$ cat src/rtl/fifo_pkg.sv
// Shared constants and flag bundle for the threshold-aware output FIFO.
// Imported by the storage array and the FIFO control logic.
`timescale 1ns/1ps
package fifo_pkg;

  localparam int DATA_WIDTH = 6;
  localparam int ADDR_WIDTH = 3;
  localparam int DEPTH      = 2 ** ADDR_WIDTH;
  localparam int CNT_WIDTH  = ADDR_WIDTH + 1;

  // Status flags that are all registered together from the next-state count.
  typedef struct packed {
    logic empty;
    logic full;
    logic almost_full;
    logic almost_empty;
  } fifo_flags_t;

endpackage

$ cat src/rtl/ram_dual_fifo.sv
// Register-array storage: one synchronous write port and one registered read port.
// The array itself is never reset; only the read register is cleared.
`timescale 1ns/1ps
module ram_dual_fifo
  import fifo_pkg::*;
#(
  parameter int DW = fifo_pkg::DATA_WIDTH,
  parameter int AW = fifo_pkg::ADDR_WIDTH
) (
  input  logic          clk,
  input  logic          reset,
  input  logic          clr,
  input  logic          wr_en,
  input  logic [AW-1:0] wr_addr,
  input  logic [DW-1:0] wr_data,
  input  logic          rd_en,
  input  logic [AW-1:0] rd_addr,
  output logic [DW-1:0] rd_data
);

  logic [DW-1:0] mem [2**AW];
  logic [DW-1:0] rd_data_q;
  logic [DW-1:0] rd_data_d;

  always_ff @(posedge clk) begin
    if (wr_en) begin
      mem[wr_addr] <= wr_data;
    end
  end

  // A read on the same edge as a write to the same slot returns the old word.
  always_comb begin
    rd_data_d = rd_data_q;
    if (clr) begin
      rd_data_d = '0;
    end else if (rd_en) begin
      rd_data_d = mem[rd_addr];
    end
  end

  always_ff @(posedge clk or posedge reset) begin
    if (reset) begin
      rd_data_q <= '0;
    end else begin
      rd_data_q <= rd_data_d;
    end
  end

  assign rd_data = rd_data_q;

endmodule

$ cat src/rtl/fifo_umbrales.sv
// Output FIFO with programmable almost-full / almost-empty watermarks and a
// sticky overflow/underflow error; its empty flag feeds the flow-control FSM.
`timescale 1ns/1ps
module fifo_umbrales
  import fifo_pkg::*;
#(
  parameter int DATA_WIDTH = fifo_pkg::DATA_WIDTH,
  parameter int ADDR_WIDTH = fifo_pkg::ADDR_WIDTH
) (
  input  logic                  clk,
  input  logic                  reset,
  input  logic                  init,
  input  logic                  push,
  input  logic [DATA_WIDTH-1:0] data_in,
  input  logic                  pop,
  input  logic [ADDR_WIDTH-1:0] umbral_alto,
  input  logic [ADDR_WIDTH-1:0] umbral_bajo,
  output logic [DATA_WIDTH-1:0] data_out,
  output logic                  valid_out,
  output logic                  empty,
  output logic                  full,
  output logic                  almost_full,
  output logic                  almost_empty,
  output logic                  error,
  output logic [ADDR_WIDTH:0]   count
);

  localparam int                CW      = ADDR_WIDTH + 1;
  localparam logic [CW-1:0]     DEPTH_C = CW'(2 ** ADDR_WIDTH);

  logic [ADDR_WIDTH-1:0] wr_ptr_q, wr_ptr_d;
  logic [ADDR_WIDTH-1:0] rd_ptr_q, rd_ptr_d;
  logic [CW-1:0]         count_q, count_d;
  logic                  error_q, error_d;
  logic                  valid_q, valid_d;
  fifo_flags_t           flags_q, flags_d;
  logic                  sampled_q;
  logic                  push_ok;
  logic                  pop_ok;

  // Pop never bypasses an empty FIFO; push into a full FIFO only succeeds
  // when a pop frees the slot on the same edge. init overrides both.
  always_comb begin
    pop_ok  = pop && !flags_q.empty && !init;
    push_ok = push && (!flags_q.full || pop_ok) && !init;

    wr_ptr_d = wr_ptr_q;
    rd_ptr_d = rd_ptr_q;
    count_d  = count_q;
    error_d  = error_q;
    valid_d  = 1'b0;

    if (init) begin
      wr_ptr_d = '0;
      rd_ptr_d = '0;
      count_d  = '0;
      error_d  = 1'b0;
    end else begin
      if (push_ok) begin
        wr_ptr_d = wr_ptr_q + 1'b1;
      end
      if (pop_ok) begin
        rd_ptr_d = rd_ptr_q + 1'b1;
      end
      case ({push_ok, pop_ok})
        2'b10:   count_d = count_q + 1'b1;
        2'b01:   count_d = count_q - 1'b1;
        default: count_d = count_q;
      endcase
      error_d = error_q
              | (push && flags_q.full && !pop_ok)
              | (pop && flags_q.empty);
      valid_d = pop_ok;
    end

    flags_d.empty        = (count_d == '0);
    flags_d.full         = (count_d == DEPTH_C);
    flags_d.almost_full  = (count_d >= {1'b0, umbral_alto});
    flags_d.almost_empty = (count_d <= {1'b0, umbral_bajo});
  end

  always_ff @(posedge clk or posedge reset) begin
    if (reset) begin
      wr_ptr_q  <= '0;
      rd_ptr_q  <= '0;
      count_q   <= '0;
      error_q   <= 1'b0;
      valid_q   <= 1'b0;
      flags_q   <= '{empty: 1'b1, full: 1'b0, almost_full: 1'b0, almost_empty: 1'b1};
      sampled_q <= 1'b0;
    end else begin
      wr_ptr_q  <= wr_ptr_d;
      rd_ptr_q  <= rd_ptr_d;
      count_q   <= count_d;
      error_q   <= error_d;
      valid_q   <= valid_d;
      flags_q   <= flags_d;
      sampled_q <= 1'b1;
    end
  end

  ram_dual_fifo #(
    .DW (DATA_WIDTH),
    .AW (ADDR_WIDTH)
  ) u_ram (
    .clk     (clk),
    .reset   (reset),
    .clr     (init),
    .wr_en   (push_ok),
    .wr_addr (wr_ptr_q),
    .wr_data (data_in),
    .rd_en   (pop_ok),
    .rd_addr (rd_ptr_q),
    .rd_data (data_out)
  );

  // Until the first edge after reset the registered almost_full has not seen
  // the threshold, so an empty FIFO reports it straight from umbral_alto.
  assign almost_full  = sampled_q ? flags_q.almost_full : (umbral_alto == '0);
  assign almost_empty = flags_q.almost_empty;
  assign empty        = flags_q.empty;
  assign full         = flags_q.full;
  assign error        = error_q;
  assign valid_out    = valid_q;
  assign count        = count_q;

endmodule

$ cat config.mk
export PLATFORM = sky130hd
export DESIGN_NAME = fifo_umbrales
export DESIGN_NICKNAME = d
export VERILOG_FILES = /design/src/rtl/fifo_pkg.sv /design/src/rtl/ram_dual_fifo.sv /design/src/rtl/fifo_umbrales.sv
export SDC_FILE = /design/constraint.sdc
export NUM_CORES = 1
export LEC_CHECK = 0
export CAP_MARGIN = 20
export CORE_ASPECT_RATIO = 0.9
export CORE_MARGIN = 1
export CORE_UTILIZATION = 60
export DETAILED_ROUTE_END_ITERATION = 10
export PLACE_DENSITY = 0.84
export SLEW_MARGIN = 40
export SYNTH_ARGS = -nofsm -noshare
export SYNTH_HDL_FRONTEND = slang
export SYNTH_SLANG_ARGS = --single-unit
$ cat constraint.sdc
create_clock -name clk -period 8.9 [get_ports clk]
set_input_delay 0.89 -clock clk [delete_from_list [all_inputs] [get_ports clk]]
set_output_delay 0.89 -clock clk [all_outputs]
set_load 0.02 [all_outputs]
; ---- Yosys cells after proc, flatten, opt, wreduce, memory -nomap -nowiden
; Memories as Yosys holds them, arrays and structs flattened.
; Cells that the tools add are included.
[totals]
out_inout_bits = 16
mem_count = 1
romBits = 0
input_bits = 17
ram_bits = 48
latchBits = 0
register_bits = 23
[classes]
mux = 13
n_lt_le_gt_ge = 2
add_sub_neg = 4
n_bitwise = 2
n_reduce_logical = 16
mul = 0
eq_ne = 3
div = 0
shift = 0
[mem_list]
columns = name, depth, width, read_ports, rd_ports_with_merged_regs, write_ports, line
row1 = u_ram.mem, 8, 6, 1, 0, 1, ram_dual_fifo.sv:21  ; logic [DW-1:0] mem [2**AW];
[op_table]
columns = cell, n
row1 = $mux 3, 4
row2 = $mux 6, 2
row3 = $pmux 4 s2, 1
row4 = $logic_and 1x1->1, 7
row5 = $add 3x1->3 const B, 2
row6 = $mux 1, 5
row7 = $add 4x1->4 const B, 1
row8 = $eq 4x4->1 const B, 1
row9 = $ge 4x3->1, 1
row10 = $le 4x3->1, 1
row11 = $logic_not 1->1, 4
row12 = $logic_not 4->1, 1
row13 = $mux 4, 1
row14 = $reduce_bool 2->1, 2
row15 = $sub 4x1->4 const B, 1
row16 = $logic_not 3->1, 1
row17 = $eq 2x1->1 const B, 1
row18 = $eq 2x2->1 const B, 1
row19 = $or 1x1->1, 2
row20 = $logic_or 1x1->1, 1

; ---- Logic depth before layout (Yosys ltp)
; Gate-level depths: netlist of run 1.
[depth]
depth_word = 10
ltp_mapped = 17

; ---- Hierarchy
; Synthesis of run 1 repeated with hierarchy kept, for this count alone.
[hier_totals]
cells_unflattened = 217
hier_area_um2 = 3103.0
[modules_own_cells]
columns = mod, area_each_um2, cells_per_inst, n_inst
row1 = ram_dual_fifo, 2115.8, 119, 1
row2 = fifo_umbrales, 987.2, 98, 1

; ---- Worst setup path after synthesis of run 1
; No wires, ideal clock.
[synth_timing]
kind = input -> register
startpoint = in pop
endpoint = reg flags_q (netlist bit almost_empty)
path_stages = 16
t_arrival_ps = 3398
setup_time_ps = 60
n_path_buf = 2
path_slack_ps = 5441
cell_sequence = nor2b_1 -> buf_2 -> clkbuf_1 -> and2_1 -> ha_1 -> xor2_1 -> ha_1 -> a21oi_1 -> xor2_1 -> nor2_1 -> xnor2_1 -> nor2_1 -> ha_1 -> o21a_1 -> o21ai_0 -> o21a_1
[synth_lines]
columns = item, line
row1 = start: declaration, fifo_umbrales.sv:15  ; input logic pop,
row2 = end signal: assignment, fifo_umbrales.sv:89  ; flags_q <= '{empty: 1'b1, full: 1'b0, almost_full: 1'b0, almost_empty: 1'b1};
row3 = end signal: assignment, fifo_umbrales.sv:97  ; flags_q <= flags_d;
row4 = end: declaration, fifo_umbrales.sv:36  ; fifo_flags_t flags_q, flags_d;

==> results.sh, run 1 <==
export IMPL_status="finished clean"
export IMPL_cp_required_ns=9.19
export IMPL_crit_type="in2reg"
export IMPL_post_route_cells_drive_above_1_share_pct=14.11
export IMPL_grt_pass1_vias=1637
export IMPL_routedWlPerCell_um=16.91
export IMPL_grt_total_usage_pct=22.32
export IMPL_port_buffers=32
export IMPL_final_nets=264
export IMPL_pre_cts_ws_ns=4.246
export IMPL_startpoint="pop"
export IMPL_synth_most_common_cell="edfxtp_1"
export IMPL_relSlewSlack_pct=51.99
export IMPL_async_reset_ff_share_pct=32.39
export IMPL_min_path_type="reg2reg"
export IMPL_synth_seq_area_share_pct=66.58
export IMPL_start_util_pct=62.35
export IMPL_netlist_area_um2=3033
export IMPL_max_freq_mhz=230.1
export IMPL_drt_antenna_violating_nets=0
export IMPL_die_area_um2=5344
export IMPL_vias_per_cell=5.621
export IMPL_gr_usage_met1_pct=31.34
export IMPL_globalplace_congestion=0.7890
export IMPL_cts_resized=0
export IMPL_synth_largest_area_cell="edfxtp_1"
export IMPL_cap_viol_max_count=0
export IMPL_grt_pass1_wl_um=8404
export IMPL_rows=24
export IMPL_worstSkewPairLatency_ns=0.34
export IMPL_core_um2=4865
export IMPL_clock_skew_ns=0.004017
export IMPL_cts_tree="built"
export IMPL_synth_area_per_cell_um2=15.09
export IMPL_r2r_end="almost_empty"
export IMPL_grt_max_degree=24
export IMPL_cts_sinks=71
export IMPL_cts_clk_slew_worst_paths_ns=0.07
export IMPL_grt_util_met3_pct=8.026
export IMPL_grt_busiest_layer="met2"
export IMPL_yosys_warnings=0
export IMPL_rsz0062_at_grt="no"
export IMPL_drv_slew=0
export IMPL_critPathLaunchType="primary input"
export IMPL_synth_edf_count=48
export IMPL_grt_overflow=0
export IMPL_antenna_found_initial=0
export IMPL_crit_path_max_fanout=19
export IMPL_cp_arrival_ns=4.63
export IMPL_syn_inst=201
export IMPL_cts_buffers=9
export IMPL_synthTopCellsByArea="edfxtp_1 48%, dfrtp_1 17%, mux4_2 8.9%"
export IMPL_ff2ff_setup_slack_ns=5.24
export IMPL_setup_viol=0
export IMPL_ir_drop_uv=189.7
export IMPL_fin_tns_setup_ns=0
export IMPL_area_delta_synth_final_pct=19.02
export IMPL_ctsHoldBuffers=0
export IMPL_leakagePower_nw=1.338
export IMPL_tightest_slew_ns=0.7176
export IMPL_ios=33
export IMPL_timing_hold_ws_ns=0.5072
export IMPL_drt_first_pass_iters=4
export IMPL_synth_fp_nets=229
export IMPL_r2r_cells=16
export IMPL_drt_iter0_drc=163
export IMPL_n_fill_cell=293
export IMPL_r2r_start="empty"
export IMPL_clock_path_buffers=2
export IMPL_routed_wl_um=5175
export IMPL_dieHeight_um=69.45
export IMPL_finalCritPeriodShare_pct=48.84
export IMPL_synth_ff_type="edfxtp_1"
export IMPL_vias=1720
export IMPL_drc=0
export IMPL_hpwl_um=3559
export IMPL_finalHoldViolCount=0
export IMPL_use_met2_pct=32.94
export IMPL_fp_dieW_um=76.95
export IMPL_netlist_top_cells_count="48 x edfxtp_1, 23 x nor2_1, 21 x dfrtp_1, 12 x mux4_2, 11 x ha_1"
export IMPL_root_buffer="clkbuf_8"
export IMPL_synth_seq_cells=71
export IMPL_h_tree_depth=3
export IMPL_crit_end="almost_empty"
export IMPL_setup_slack_ns=4.553
export IMPL_layout_min_cycle_time_ns=4.347
export IMPL_power_density_nw_per_um2=197.1
export IMPL_synth_cell_types=33
export IMPL_cts_setup_buffers=0
export IMPL_endpoint_kind="flop"
export IMPL_diodes=0
export IMPL_yosysTopAreaCellShare_pct=47.52
worst min path at each step:
stage,from,slack (ns),depth (start not counted),endpoint
finish,error,0.51,2,error
detailed placement,error,0.50,2,error
floorplan,wr_ptr_q[0],0.55,2,wr_ptr_q[0]
CTS,error,0.51,2,error
global route,error,0.56,2,error
global placement,error,0.48,2,error
metrics by stage:
step | power [mW] | area, um2 | util, % | instances
final | 0.7116 | 3610 | 74.20 | 306
after global routing | 0.7396 | 3610 | 74.20 | 306
after CTS | 0.7181 | 3608 | 74.18 | 306
after detailed placement | 0.4687 | 3412 | 70.14 | 290
after global placement | 0.4657 | 3400 | 69.88 | 290
after floorplan | 0.4346 | 3033 | - | 201
per-layer routing:
metal	part of all wire, %	vias up	wire length [um]
met2	46	78	2393
met1	43	827	2213
li1	-	810	-
met5	0	-	0
met4	1.0	0	53
met3	9.9	5	514
cell usage in the layout (no fill, tap or decap), types with 4 or more instances in the layout:
cell type        instances
edfxtp_1                48
xor2_1                   4
nor2_1                  23
clkbuf_8                 9
dfrtp_1                 20
xnor2_1                  5
nand2_1                  5
mux4_2                  12
mux2i_1                  9
inv_1                    9
o21ai_0                  7
clkdlybuf4s50_1         32
a21oi_1                  9
ha_1                    11
flip-flops by register name, summed over array words and instances (netlist names):
name           cells
almost_empty       1
count              4
empty              1
error              1
flags_q            1
full               1
rd_ptr_q           3
sampled_q          1
u_ram.mem         48
u_ram.rd_data      6
valid_out          1
wr_ptr_q           3
critical path, cell delays in order:
cell,delay (ns)
clkdlybuf4s50_1,0.47
nor2b_2,0.59
o21ai_1,0.29
nor2_1,0.18
inv_1,0.09
ha_1,0.26
xor2_1,0.19
ha_1,0.19
a21oi_1,0.14
xor2_1,0.17
nor2_1,0.07
xnor2_1,0.23
nor2_1,0.12
ha_1,0.33
o21a_1,0.11
o21ai_0,0.16
o21a_1,0.15
final cells by class:
cell class / instances / area (um2) / area share [%]
sequential: 71 / 2021 / 55.98
multi-input combinational: 112 / 953.4 / 26.41
timing repair buffer: 32 / 320.3 / 8.873
clock buffer: 9 / 123.9 / 3.432
tap: 65 / 81.33 / 2.253
clock inverter: 7 / 72.57 / 2.010
inverter: 10 / 37.54 / 1.040
report_power, final:
group          switching (mW)  leakage [nW]  internal (mW)
Sequential             0.0119         0.736          0.366
Combinational          0.0414         0.504         0.0423
Clock                   0.120        0.0972          0.130
kinds of logic after synthesis:
| kind of cell | synth area share [%] |
|---|---|
| xor gates and xnor gates | 2.599 |
| buffers and inverters | 2.393 |
| other | 0.1236 |
| AOI/OAI and AO/OA | 5.198 |
| muxes | 11.88 |
| and+or+nand+nor | 6.683 |
| DFF | 66.58 |
| adders and majority gates | 4.538 |
No activity file was read; power rests on OpenSTA's default activity.
==> inputs of run 2 (changes only) <==
--- a/config.mk
+++ b/config.mk
@@ -8,9 +8,9 @@
 export CAP_MARGIN = 20
 export CORE_ASPECT_RATIO = 0.9
 export CORE_MARGIN = 1
-export CORE_UTILIZATION = 60
+export CORE_UTILIZATION = 56
 export DETAILED_ROUTE_END_ITERATION = 10
-export PLACE_DENSITY = 0.84
+export PLACE_DENSITY = 0.79
 export SLEW_MARGIN = 40
 export SYNTH_ARGS = -nofsm -noshare
 export SYNTH_HDL_FRONTEND = slang
==> constraint.sdc (replaced) <==
create_clock -name clk -period 4.4 [get_ports clk]
set_input_delay 0.44 -clock clk [delete_from_list [all_inputs] [get_ports clk]]
set_output_delay 0.44 -clock clk [all_outputs]
set_load 0.02 [all_outputs]
==> run 2 against run 1 <==
  * Combinational power grew 100%
  * Utilization fell by 3.9 points
  * Sequential share of layout area down 0.95 points
  * Via count is 0.52% lower
  * Critical endpoint unchanged
  * Global-route usage shrank 1.0 points
  * Largest cell class unchanged
==> results.sh, run 2 (synthesis results as in run 1) <==
export IMPL_status="finished clean"
export IMPL_timing_hold_ws_ns=0.4422
export IMPL_crit_path_max_fanout=19
export IMPL_vias_per_cell=5.519
export IMPL_fin_tns_setup_ns=0
export IMPL_stdcell_count=310
export IMPL_r2r_start="empty"
export IMPL_grt_pass1_vias=1679
export IMPL_p_comb_share_pct=10.9
export IMPL_min_path_type="in2async"
export IMPL_die_area_um2=5715
export IMPL_layout_min_cycle_time_ns=3.479
export IMPL_dieHeight_um=71.82
export IMPL_relSlewSlack_pct=50.98
export IMPL_leakagePower_nw=1.370
export IMPL_setup_viol=0
export IMPL_globalplace_congestion=0.8033
export IMPL_hpwl_um=3489
export IMPL_fp_dieW_um=79.58
export IMPL_drc=0
export IMPL_clock_path_buffers=2
export IMPL_rsz0062_at_grt="no"
export IMPL_grt_total_usage_pct=21.30
export IMPL_drt_iter0_drc=89
export IMPL_routedWlPerCell_um=16.99
export IMPL_cts_setup_buffers=0
export IMPL_layout_common_cells="48 x edfxtp_1, 32 x clkdlybuf4s50_1, 23 x nor2_1"
export IMPL_critPathLaunchType="primary input"
export IMPL_cp_arrival_ns=3.77
export IMPL_antenna_found_initial=0
export IMPL_finalHoldViolCount=0
export IMPL_p_int_mw=1.206
export IMPL_endpoint_kind="flop"
export IMPL_root_buffer="clkbuf_8"
export IMPL_core_um2=5224
export IMPL_cts_sinks=71
export IMPL_ios=33
export IMPL_area_delta_synth_final_pct=21.08
export IMPL_pre_cts_ws_ns=0.6448
export IMPL_clock_skew_ns=0.004574
export IMPL_post_route_cells_drive_above_1_share_pct=14.81
export IMPL_crit_type="in2reg"
export IMPL_final_nets=266
export IMPL_port_buffers=32
export IMPL_vias=1711
export IMPL_start_util_pct=58.06
export IMPL_cts_clk_slew_worst_paths_ns=0.07
export IMPL_worstSkewPairLatency_ns=0.34
export IMPL_cts_resized=0
export IMPL_h_tree_depth=3
export IMPL_grt_overflow=0
export IMPL_ir_drop_uv=225.6
export IMPL_switching_share_pct=22.30
export IMPL_drv_slew=0
export IMPL_drt_antenna_violating_nets=0
export IMPL_cp_required_ns=4.69
export IMPL_grt_pass1_wl_um=8452
export IMPL_mostFrequentLayoutCell="edfxtp_1"
export IMPL_r2r_end="almost_empty"
export IMPL_cts_tree="built"
export IMPL_largest_reg_flops=48
export IMPL_dp_cells=294
export IMPL_r2r_cells=17
export IMPL_top_register="u_ram.mem"
export IMPL_power_switching_mw=0.3460
export IMPL_rows=25
export IMPL_diodes=0
export IMPL_tightest_slew_ns=0.7326
export IMPL_startpoint="pop"
export IMPL_drt_first_pass_iters=4
export IMPL_cap_viol_max_count=0
export IMPL_max_freq_mhz=287.5
export IMPL_p_seq_share_pct=49.2
export IMPL_power_density_nw_per_um2=422.6
export IMPL_ctsHoldBuffers=0
export IMPL_ff2ff_setup_slack_ns=1.03
export IMPL_n_fill_cell=339
export IMPL_grt_max_degree=24
export IMPL_finalCritPeriodShare_pct=79.06
export IMPL_clkPwrFrac_pct=39.8
export IMPL_setup_slack_ns=0.9214
export IMPL_routed_wl_um=5267
export IMPL_cts_buffers=9
## run 2: cell count changes in the layout (fill, tap and decap cells not counted), sizes merged
cell | previous run | this run
buf | 0 | 2
bufinv | 1 | 3
clkinv | 4 | 2
## run 2: per-layer routing
layer	vias to the layer above	wire length, um	share of wire [%]	track usage, %
li1	814	-	-	-
met5	-	0	0	0
met2	54	2462	47	32.67
met3	4	331	6.3	7.643
met4	0	35	0.66	6.061
met1	839	2438	46	29.02
## run 2: worst max path at each step
stage                              end  slack [ns]
after CTS                 almost_empty        0.97
after detailed placement  almost_empty        0.64
final                     almost_empty        0.92
after global placement    almost_empty        0.76
after floorplan           almost_empty        1.32
after global routing      almost_empty        0.67
## run 2: final cells by class
cell class | instances | area [um2] | area share (%)
sequential | 71 | 2021 | 55.03
multi-input combinational | 112 | 950.9 | 25.89
timing repair buffer | 34 | 335.3 | 9.131
clock buffer | 9 | 123.9 | 3.373
clock inverter | 7 | 120.1 | 3.271
tap | 67 | 83.83 | 2.283
inverter | 10 | 37.54 | 1.022
## run 2: power by group through the flow
stage	Sequential [mW]	Combinational, mW	Clock [mW]
2_1_floorplan	0.784	0.0949	0
3_3_place_gp	0.778	0.166	0
3_5_place_dp	0.778	0.169	0
4_1_cts	0.764	0.171	0.628
5_1_grt	0.768	0.188	0.656
6_report	0.764	0.170	0.618
## run 2: critical path, cell delays in order
cell,delay [ns]
clkdlybuf4s50_1,0.47
nor2b_1,0.13
buf_4,0.22
o21ai_1,0.17
nor2_1,0.17
inv_1,0.08
ha_1,0.25
xor2_1,0.19
ha_1,0.18
a21oi_1,0.15
xor2_1,0.17
nor2_1,0.07
xnor2_1,0.16
nor2_1,0.22
ha_1,0.29
o21a_1,0.11
o21ai_0,0.15
o21a_1,0.15
## run 2: per-stage QoR
stage | power, mW | instance area (um2) | util (%)
floorplan | 0.8792 | 3033 | -
global placement | 0.9442 | 3417 | 65.41
detailed placement | 0.9474 | 3427 | 65.60
CTS | 1.563 | 3671 | 70.28
global route | 1.611 | 3672 | 70.30
finish | 1.552 | 3672 | 70.30
==> inputs of run 3 (changes only) <==
--- a/config.mk
+++ b/config.mk
@@ -8,9 +8,9 @@
 export CAP_MARGIN = 20
 export CORE_ASPECT_RATIO = 0.9
 export CORE_MARGIN = 1
-export CORE_UTILIZATION = 56
+export CORE_UTILIZATION = 50
 export DETAILED_ROUTE_END_ITERATION = 10
-export PLACE_DENSITY = 0.79
+export PLACE_DENSITY = 0.75
 export SLEW_MARGIN = 40
 export SYNTH_ARGS = -nofsm -noshare
 export SYNTH_HDL_FRONTEND = slang
==> constraint.sdc (replaced) <==
create_clock -name clk -period 2.85 [get_ports clk]
set_input_delay 0.285 -clock clk [delete_from_list [all_inputs] [get_ports clk]]
set_output_delay 0.285 -clock clk [all_outputs]
set_load 0.02 [all_outputs]
==> run 3 against run 2 <==
  * The flow now finishes with violations (DRC)
  * Cell count up 8.4%
  * Sequential cell count did not move
  * Design area up 3.4%
==> results.sh, run 3 (synthesis results as in run 1) <==
export IMPL_setup_viol=0
export IMPL_drt_first_pass_iters=7
export IMPL_dieHeight_um=75.89
export IMPL_h_tree_depth=3
export IMPL_vias=1768
export IMPL_antenna_found_initial=0
export IMPL_grt_pass1_wl_um=8597
export IMPL_globalplace_congestion=0.8037
export IMPL_mostFrequentLayoutCell="edfxtp_1"
export IMPL_start_util_pct=52.67
export IMPL_crit_chain="clkdlybuf4s50_1 -> nor2b_2 -> o21ai_2 -> nor2_2 -> inv_2 -> ha_4 -> xor2_1 -> ha_2 -> a21oi_2 -> xor2_1 -> nor2_1 -> xnor2_2 -> nor2_2 -> ha_1 -> o21a_1 -> o21ai_1 -> o21a_1"
export IMPL_slowest_delay_ns=0.47
export IMPL_endpoint_kind="flop"
export IMPL_leakagePower_nw=1.449
export IMPL_max_freq_mhz=365.1
export IMPL_power_density_nw_per_um2=559.1
export IMPL_routedWlPerCell_um=16.24
export IMPL_cp_required_ns=3.14
export IMPL_p_total_mw=2.124
export IMPL_fin_tns_setup_ns=0
export IMPL_ff2ff_setup_slack_ns=0.11
export IMPL_grt_total_usage_pct=18.75
export IMPL_diodes=0
export IMPL_r2r_end="almost_empty"
export IMPL_ir_drop_uv=449.5
export IMPL_final_nets=290
export IMPL_rows=26
export IMPL_critPathLaunchType="primary input"
export IMPL_drt_iter0_drc=101
export IMPL_clock_path_buffers=2
export IMPL_drt_antenna_violating_nets=0
export IMPL_r2r_cells=15
export IMPL_finalHoldViolCount=0
export IMPL_cp_num_buf_inv=2
export IMPL_status="finished with violations"
export IMPL_dp_cells=315
export IMPL_die_area_um2=6382
export IMPL_post_route_cells_drive_above_1_share_pct=24.06
export IMPL_n_fill_cell=398
export IMPL_cp_slowest_cell="clkdlybuf4s50_1"
export IMPL_crit_type="in2reg"
export IMPL_area_delta_synth_final_pct=25.25
export IMPL_tightest_slew_ns=0.7039
export IMPL_grt_max_degree=24
export IMPL_hpwl_um=3953
export IMPL_drc=6
export IMPL_crit_path_max_fanout=3
export IMPL_largest_reg_flops=48
export IMPL_worstSkewPairLatency_ns=0.34
export IMPL_cap_viol_max_count=0
export IMPL_cts_tree="built"
export IMPL_core_um2=5758
export IMPL_r2r_start="empty"
export IMPL_grt_overflow=0
export IMPL_fin_area_um2=3799
export IMPL_fp_dieW_um=84.10
export IMPL_drv_slew=0
export IMPL_ios=33
export IMPL_layout_min_cycle_time_ns=2.739
export IMPL_relSlewSlack_pct=53.08
export IMPL_rsz0062_at_grt="yes"
export IMPL_min_path_type="in2async"
export IMPL_violations="DRC"
export IMPL_layout_common_cells="48 x edfxtp_1, 32 x clkdlybuf4s50_1, 25 x buf_4"
export IMPL_cts_buffers=9
export IMPL_routed_wl_um=5456
export IMPL_finalCritPeriodShare_pct=96.10
export IMPL_top_register="u_ram.mem"
export IMPL_cts_sinks=71
export IMPL_path_delay_family="adder cells"
export IMPL_fin_util_pct=65.97
export IMPL_stdcell_count=336
export IMPL_port_buffers=32
export IMPL_cts_clk_slew_worst_paths_ns=0.07
export IMPL_root_buffer="clkbuf_8"
export IMPL_vias_per_cell=5.262
export IMPL_grt_pass1_vias=1743
export IMPL_cp_arrival_ns=3.03
export IMPL_clock_skew_ns=0.009330
export IMPL_placed_cell_area_um2=3581
## run 3: power by group
part           leakage [nW]  switching, mW  internal, mW
registers             0.738         0.0355          1.14
clock network        0.0793          0.339         0.303
logic                 0.632          0.140         0.163
total                  1.45          0.514          1.61
## run 3: area by class of cell
cell class | count | area [um2] | area share, %
clock buffers | 10 | 127.6 | 3.360
clock inverters | 5 | 26.28 | 0.6917
inverters | 10 | 37.54 | 0.9881
multi-input cells | 112 | 980.9 | 25.82
flip-flops and latches | 71 | 2019 | 53.16
well taps | 70 | 87.58 | 2.306
repair buffers | 58 | 519.2 | 13.67
## run 3: through the flow
step,worst slack [ns],hold slack (ns)
2_1_floorplan,-0.05434,0.2854
3_3_place_gp,-0.2801,0.4827
3_5_place_dp,-0.3523,0.4916
4_1_cts,0.01791,0.3184
5_1_grt,-0.06726,0.3394
6_report,0.1111,0.3017
## run 3: repair_timing
item,CTS,global route
buffers inserted,0,6
gates resized for setup,2,4
hold buffers,0,0
pin swaps,2,6
setup endpoints to repair,1,2
## run 3: worst max-delay path by stage
stage                from            to  slack, ns  depth (start not counted)
floorplan           empty  almost_empty      -0.05                         16
global placement      pop  almost_empty      -0.28                         16
detailed placement    pop  almost_empty      -0.35                         16
CTS                 empty  almost_empty       0.02                         15
global route        empty  almost_empty      -0.07                         16
finish                pop  almost_empty       0.11                         17
## run 3: layer usage
metal	global-route usage, %	share of wire [%]
met1	23.47	45
met2	31.42	48
met3	5.634	5.3
met4	7.663	0.75
met5	0	0
